## src/rtl/vga_grid_renderer_if.sv

```systemverilog
// vga_grid_renderer_if: game-side inputs and VGA pin outputs of the grid renderer.
interface vga_grid_renderer_if;
    logic       pix_ce;
    logic       in_game;
    logic       hit;
    logic [7:0] position;
    logic       o_hsync;
    logic       o_vsync;
    logic       o_de;
    logic       o_frame_start;
    logic [3:0] o_red;
    logic [3:0] o_green;
    logic [3:0] o_blue;
    modport master (
        output pix_ce, in_game, hit, position,
        input  o_hsync, o_vsync, o_de, o_frame_start, o_red, o_green, o_blue
    );
    modport slave (
        input  pix_ce, in_game, hit, position,
        output o_hsync, o_vsync, o_de, o_frame_start, o_red, o_green, o_blue
    );
endinterface

```

## src/rtl/vga_grid_renderer.sv

```systemverilog
// vga_grid_renderer: VGA timing plus GRID_N x GRID_N whack-a-mole board with hit flash.
// Define GRID_LINES_EN to draw 2-pixel white lines on internal cell boundaries.
module vga_grid_renderer #(
    parameter int H_ACTIVE     = 640,
    parameter int H_FP         = 16,
    parameter int H_SYNC       = 96,
    parameter int H_BP         = 48,
    parameter int V_ACTIVE     = 480,
    parameter int V_FP         = 10,
    parameter int V_SYNC       = 2,
    parameter int V_BP         = 33,
    parameter int SYNC_POL     = 0,
    parameter int GRID_N       = 3,
    parameter int MARGIN       = 16,
    parameter int FLASH_FRAMES = 30
) (
    input logic clk,
    input logic rst,
    vga_grid_renderer_if.slave bus
);
    localparam int H_TOTAL = H_ACTIVE + H_FP + H_SYNC + H_BP;
    localparam int V_TOTAL = V_ACTIVE + V_FP + V_SYNC + V_BP;
    localparam int HW = $clog2(H_TOTAL);
    localparam int VW = $clog2(V_TOTAL);
    localparam int CELL_W = H_ACTIVE / GRID_N;
    localparam int CELL_H = V_ACTIVE / GRID_N;
    localparam logic POL = 1'(SYNC_POL);
    localparam logic [3:0] N = 4'(GRID_N);

    logic [HW-1:0] hcnt, cx;
    logic [VW-1:0] vcnt, cy;
    logic [3:0] col, row;
    logic [7:0] pos_q, flash_q, pos_c, flash_c;
    logic game_q, hit_q, game_c;
    logic h_end, v_end, frame0, active, in_grid, mole, line, hs, vs;
    logic [8:0] cell_idx;
    logic [11:0] rgb;

`ifdef GRID_LINES_EN
    assign line = in_grid && ((col != '0 && cx < HW'(2)) || (row != '0 && cy < VW'(2)));
`else
    assign line = 1'b0;
`endif

    // Frame-level state is taken straight from the inputs on the (0,0) tick so pixel 0 already sees it.
    always_comb begin
        h_end    = hcnt == HW'(H_TOTAL - 1);
        v_end    = vcnt == VW'(V_TOTAL - 1);
        frame0   = hcnt == '0 && vcnt == '0;
        pos_c    = frame0 ? bus.position : pos_q;
        game_c   = frame0 ? bus.in_game : game_q;
        flash_c  = !frame0 ? flash_q : (bus.hit && !hit_q) ? 8'(FLASH_FRAMES) : (flash_q != '0) ? flash_q - 8'd1 : '0;
        active   = hcnt < HW'(H_ACTIVE) && vcnt < VW'(V_ACTIVE);
        hs       = hcnt >= HW'(H_ACTIVE + H_FP) && hcnt < HW'(H_ACTIVE + H_FP + H_SYNC);
        vs       = vcnt >= VW'(V_ACTIVE + V_FP) && vcnt < VW'(V_ACTIVE + V_FP + V_SYNC);
        in_grid  = col != N && row != N;
        cell_idx = 9'(row) * 9'(GRID_N) + 9'(col) + 9'd1;
        mole     = in_grid && cell_idx == {1'b0, pos_c} &&
                   cx >= HW'(MARGIN) && cx < HW'(CELL_W - MARGIN) &&
                   cy >= VW'(MARGIN) && cy < VW'(CELL_H - MARGIN);
        rgb      = !active ? 12'h000 : !game_c ? 12'hFFF : mole ? (flash_c != '0 ? 12'hF00 : 12'h0F0) : line ? 12'hFFF : 12'h000;
    end

    // col/row saturate at GRID_N, marking pixels past the truncated grid as background.
    always_ff @(posedge clk or negedge rst) begin
        if (!rst) begin
            hcnt <= '0;
            vcnt <= '0;
            cx <= '0;
            cy <= '0;
            col <= '0;
            row <= '0;
            pos_q <= '0;
            flash_q <= '0;
            game_q <= 1'b0;
            hit_q <= 1'b0;
            bus.o_hsync <= ~POL;
            bus.o_vsync <= ~POL;
            bus.o_de <= 1'b0;
            bus.o_frame_start <= 1'b0;
            {bus.o_red, bus.o_green, bus.o_blue} <= '0;
        end else if (bus.pix_ce) begin
            hcnt <= h_end ? '0 : hcnt + 1'b1;
            vcnt <= h_end ? (v_end ? '0 : vcnt + 1'b1) : vcnt;
            cx <= (h_end || cx == HW'(CELL_W - 1)) ? '0 : cx + 1'b1;
            col <= h_end ? '0 : (cx == HW'(CELL_W - 1) && col != N) ? col + 1'b1 : col;
            cy <= h_end ? ((v_end || cy == VW'(CELL_H - 1)) ? '0 : cy + 1'b1) : cy;
            row <= (h_end && v_end) ? '0 : (h_end && cy == VW'(CELL_H - 1) && row != N) ? row + 1'b1 : row;
            pos_q <= pos_c;
            game_q <= game_c;
            flash_q <= flash_c;
            hit_q <= frame0 ? bus.hit : hit_q;
            bus.o_hsync <= hs ? POL : ~POL;
            bus.o_vsync <= vs ? POL : ~POL;
            bus.o_de <= active;
            bus.o_frame_start <= frame0;
            {bus.o_red, bus.o_green, bus.o_blue} <= rgb;
        end
    end
endmodule

```

## src/flat_wrapper.sv

```systemverilog
// flat-port wrapper written by rule: the top's interface ports become plain ports
module vga_grid_renderer_flat 
#(
    parameter int H_ACTIVE     = 640,
    parameter int H_FP         = 16,
    parameter int H_SYNC       = 96,
    parameter int H_BP         = 48,
    parameter int V_ACTIVE     = 480,
    parameter int V_FP         = 10,
    parameter int V_SYNC       = 2,
    parameter int V_BP         = 33,
    parameter int SYNC_POL     = 0,
    parameter int GRID_N       = 3,
    parameter int MARGIN       = 16,
    parameter int FLASH_FRAMES = 30
)
  (clk, rst, bus_pix_ce, bus_in_game, bus_hit, bus_position, bus_o_hsync, bus_o_vsync, bus_o_de, bus_o_frame_start, bus_o_red, bus_o_green, bus_o_blue);
  vga_grid_renderer_if bus_i ();
  input logic clk;
  input logic rst;
  input wire logic [$bits(bus_i.pix_ce)-1:0] bus_pix_ce;
  input wire logic [$bits(bus_i.in_game)-1:0] bus_in_game;
  input wire logic [$bits(bus_i.hit)-1:0] bus_hit;
  input wire logic [$bits(bus_i.position)-1:0] bus_position;
  output wire logic [$bits(bus_i.o_hsync)-1:0] bus_o_hsync;
  output wire logic [$bits(bus_i.o_vsync)-1:0] bus_o_vsync;
  output wire logic [$bits(bus_i.o_de)-1:0] bus_o_de;
  output wire logic [$bits(bus_i.o_frame_start)-1:0] bus_o_frame_start;
  output wire logic [$bits(bus_i.o_red)-1:0] bus_o_red;
  output wire logic [$bits(bus_i.o_green)-1:0] bus_o_green;
  output wire logic [$bits(bus_i.o_blue)-1:0] bus_o_blue;
  assign bus_i.pix_ce = bus_pix_ce;
  assign bus_i.in_game = bus_in_game;
  assign bus_i.hit = bus_hit;
  assign bus_i.position = bus_position;
  assign bus_o_hsync = bus_i.o_hsync;
  assign bus_o_vsync = bus_i.o_vsync;
  assign bus_o_de = bus_i.o_de;
  assign bus_o_frame_start = bus_i.o_frame_start;
  assign bus_o_red = bus_i.o_red;
  assign bus_o_green = bus_i.o_green;
  assign bus_o_blue = bus_i.o_blue;
  vga_grid_renderer #(.H_ACTIVE(H_ACTIVE), .H_FP(H_FP), .H_SYNC(H_SYNC), .H_BP(H_BP), .V_ACTIVE(V_ACTIVE), .V_FP(V_FP), .V_SYNC(V_SYNC), .V_BP(V_BP), .SYNC_POL(SYNC_POL), .GRID_N(GRID_N), .MARGIN(MARGIN), .FLASH_FRAMES(FLASH_FRAMES)) u_core (.clk(clk), .rst(rst), .bus(bus_i));
endmodule
```

## config.mk

```make
export PLATFORM = sky130hd
export DESIGN_NAME = vga_grid_renderer_flat
export DESIGN_NICKNAME = d
export VERILOG_FILES = /design/src/rtl/vga_grid_renderer_if.sv /design/src/rtl/vga_grid_renderer.sv /design/src/flat_wrapper.sv
export SDC_FILE = /design/constraint.sdc
export NUM_CORES = 1
export LEC_CHECK = 0
export CELL_PAD_IN_SITES_DETAIL_PLACEMENT = 1
export CELL_PAD_IN_SITES_GLOBAL_PLACEMENT = 1
export CORE_MARGIN = 2
export CORE_UTILIZATION = 50
export DETAILED_ROUTE_END_ITERATION = 8
export PLACE_DENSITY_LB_ADDON = 0.25
export RECOVER_POWER = 100
export SLEW_MARGIN = 20
export SYNTH_ARGS = -nofsm -noshare
export SYNTH_HDL_FRONTEND = slang
export SYNTH_SLANG_ARGS = --single-unit
```

## constraint.sdc

```tcl
create_clock -name clk -period 9.5 [get_ports clk]
set_clock_uncertainty 0.2 [all_clocks]
set_input_delay 1.9 -clock clk [delete_from_list [all_inputs] [get_ports clk]]
set_output_delay 1.9 -clock clk [all_outputs]
set_load 0.02 [all_outputs]
```

==> metrics.csv <==
stage,metric,value,unit
run_status,outcome,"complete, but fails checks",
run_status,violated checks,"max-capacitance violations, max-slew violations",
placed_design,DP Wirelength,8340,um
logic_synthesis,Unique masters post-synth,58,
hold_path,Worst Hold Class,reg -> reg,
timing,count of pins over their slew limit,74,
logic_synthesis,yosys warns,0,
clock_tree,CTS root buf,clkbuf_8,
pwr,Max VDD drop,0.0710,mV
worst_setup_path,Worst path max stage delay,2.75,ns
routing,WL met2,5630,um
logic_synthesis,number of enable flip-flop cells after synthesis,0,
timing,worst hold slack,0.301,ns
routing,vias,3829,
worst_setup_path,Worst path top cell family by delay,buffers and inverters,
finish,share of cells above drive strength 1,7.07,%
finish,Area growth syn-to-layout,10.5,%
die,Top-Level Pins,29,
timing,fin crit share,56.2,%
routing,Vias per Instance,6.07,
placed_design,pre-CTS setup slack,4.52,ns
worst_setup_path,CP cell instances,clkbuf_1,
timing,RSZ-0062 raised after global routing,false,
logic_synthesis,most numerous cell in the Yosys netlist,dfrtp_1,
logic_synthesis,Area contributors post-synth,"dfrtp_1 39%, ha_1 5.8%, o21ai_0 5.7%",
clock_tree,CTS Buf Count,9,
pwr,Switching Fraction,30.1,%
routing,DRT Pass-1 Iters,4,
worst_setup_path,Critical Path RT,8.85,ns
clock_tree,"Clk Latency, worst-skew pair",0.37,ns
routing,WL/cell,18.2,um
die,die width,99.5,um
worst_setup_path,critical path type,in -> async,
placed_design,post-placement cell area,4850,sq um
die,die area,9910,sq um
placed_design,placed cell count,615,
logic_synthesis,Synth top cells by count,"71 x dfrtp_1, 52 x o21ai_0, 48 x nand2_1, 32 x inv_1, 30 x nor2_1",
routing,met3 WL,363,um
job,Max Cap Viol,1,
worst_setup_path,WP buf/inv,1,
die,# rows,34,
finish,"Core Util, Final",57.3,%
logic_synthesis,sequential area share after synthesis,40.1,%
pwr,Clock Power Share,37.0,%
logic_synthesis,area share of the largest cell type after synthesis,38.9,%
worst_setup_path,Setup crit start kind,input pin,
routing,routed wire length,11500,um
pwr,Pwr Density,149,nW/um^2
finish,Non-Filler Instances,631,
pwr,total power,0.749,mW
worst_setup_path,crit path capture type,asynchronous set/reset pin,
worst_setup_path,worst-path maximum fanout,73,
routing,highest routed layer,met4,
timing,f_max,187,MHz
timing,Tightest Pin Transition,3.97,ns
logic_synthesis,Mapped Nets,541,
logic_synthesis,Cells after Synth,503,
die,height of the chip,99.5,um
clock_tree,Post-CTS Setup Inserts,0,
global_route,largest net degree at the start of global routing,74,
clock_tree,Hold Buf Count CTS,0,
global_route,initial antenna violation count,0,
logic_synthesis,Most used DFF post-synth,dfrtp_1,
global_route,grt ovf,0,
clock_tree,CTS max path bufs,2,
clock_tree,CTS tree,yes,
timing,setup ws final,4.16,ns
logic_synthesis,syn avg cell area,9.07,sq um
pwr,Int Power,0.524,mW
die,Starting Density,51.8,%
logic_synthesis,"area leader, netlist",dfrtp_1,
logic_synthesis,synthesized area,4560,sq um
timing,relative slew slack,-165,%
pwr,Psw,0.226,mW
timing,Final Setup Violations,0,
finish,# fillers,1025,
worst_setup_path,CP max-delay cell,clkbuf_1,
placed_design,IO Port Bufs,28,
placed_design,Placer Congestion,0.793,
logic_synthesis,ys async rst share,100,%
worst_setup_path,worst endpoint data arrival time,4.70,ns
routing,DRC viols,0,
routing,WL met1,5290,um
timing,Fin Setup TNS,0,ns
global_route,number of global-route vias before repair,3966,
clock_tree,CTS resizes,0,
routing,1st-iter DRT viols,120,
logic_synthesis,"FF+latch count, synth",73,
clock_tree,H-tree levels,3,
finish,final net count,556,
die,Core Region,8810,sq um
pwr,Sequential Power Share,49.4,%
global_route,first-pass GRT wire length,19600,um
pwr,combinational power share,13.6,%
finish,final instance area,5040,sq um
timing,Hold Fails Final Rpt,0,
global_route,Total Routing Usage GR,24.9,%
routing,Antenna Violating Nets Remaining,0,
clock_tree,total clock sinks,73,
timing,minimum clock period,5.34,ns
finish,n_diodes,0,
clock_tree,Clock transition at path regs,0.08,ns
pwr,leakage,2.22,nW
-- worst reg2reg max path, delay by kind of cell, from the launching register on --
kind	cells	cell delay [ns]
xor+xnor	1	0.34
simple gates	3	0.66
fa+ha+maj	3	1.05
buf+inv	3	0.21
compound gates	3	0.59
flops	1	0.46
-- placed cells by master, fill, tap and decap left out, types with 4 or more instances in the layout --
cell	n
a21oi_1	12
a31oi_1	7
and3_1	17
and4_1	4
clkbuf_8	9
clkdlybuf4s50_1	10
dfrtp_1	71
dlygate4sd3_1	17
fa_1	4
ha_1	21
inv_1	32
mux2_2	10
mux2i_1	5
nand2_1	48
nand3_1	27
nand4_1	14
nand4b_1	4
nor2_1	30
nor2b_1	10
nor3_1	11
nor4_1	9
o21ai_0	55
o31ai_1	6
or3_1	5
xnor2_1	16
xor2_1	11
-- layout make-up --
| class | count | area (sq um) | share of cell area (%) |
|---|---|---|---|
| clock buffer | 10 | 128 | 2.53 |
| clock inverter | 6 | 93.8 | 1.86 |
| inverter | 32 | 120 | 2.38 |
| multi-input combinational | 374 | 2460 | 48.8 |
| sequential | 73 | 1830 | 36.3 |
| tap | 108 | 135 | 2.68 |
| timing repair buffer | 28 | 274 | 5.43 |
-- flip-flops by register name (all words and copies together) (netlist names) --
signal,flops
u_core.col,4
u_core.bus.o_hsync,1
u_core.bus.o_frame_start,1
u_core.hcnt,10
u_core.game_q,1
u_core.pos_q,8
u_core.row,4
u_core.vcnt,10
u_core.bus.o_green,1
u_core.bus.o_blue,1
u_core.cy,10
u_core.bus.o_red,1
u_core.cx,10
u_core.bus.o_vsync,1
u_core.flash_q,8
u_core.bus.o_de,1
u_core.hit_q,1
-- final timing paths --
path                       slack (ns)               start  cells past startpoint                   to
setup / recovery                 4.16                 rst                      1         u_core.cy[9]
min in group asynchronous        2.72                 rst                      1    u_core.flash_q[0]
hold reg to reg                  0.30  u_core.bus.o_vsync                      2   u_core.bus.o_vsync
hold / removal                   0.30  u_core.bus.o_vsync                      2   u_core.bus.o_vsync
setup reg to reg                 5.88       u_core.row[0]                     13  u_core.bus.o_red[2]
max in group clk                 4.52          bus_pix_ce                      6    u_core.flash_q[6]
-- layer usage --
| metal | up-vias | track usage (%) |
|---|---|---|
| met5 | - | 0 |
| met3 | 17 | 5.06 |
| met4 | 0 | 7.80 |
| li1 | 1821 | - |
| met1 | 1923 | 32.3 |
| met2 | 68 | 42.0 |
-- power by group through the flow --
stage | clock [mW] | combinational (mW) | sequential, mW
floorplan | 0 | 0.0760 | 0.360
CTS | 0.283 | 0.104 | 0.369
global route | 0.298 | 0.116 | 0.374
finish | 0.278 | 0.102 | 0.370
detailed placement | 0 | 0.104 | 0.374
global placement | 0 | 0.0985 | 0.373
-- cells by family after synthesis --
family | count (synthesis) | synth area share, %
simple gates | 201 | 24.0
compound gates | 106 | 14.2
flops | 73 | 40.1
buf+inv | 56 | 5.43
xor+xnor | 27 | 5.18
fa+ha+maj | 25 | 7.51
mux | 15 | 3.56
Power figures use the tool's default switching activity.
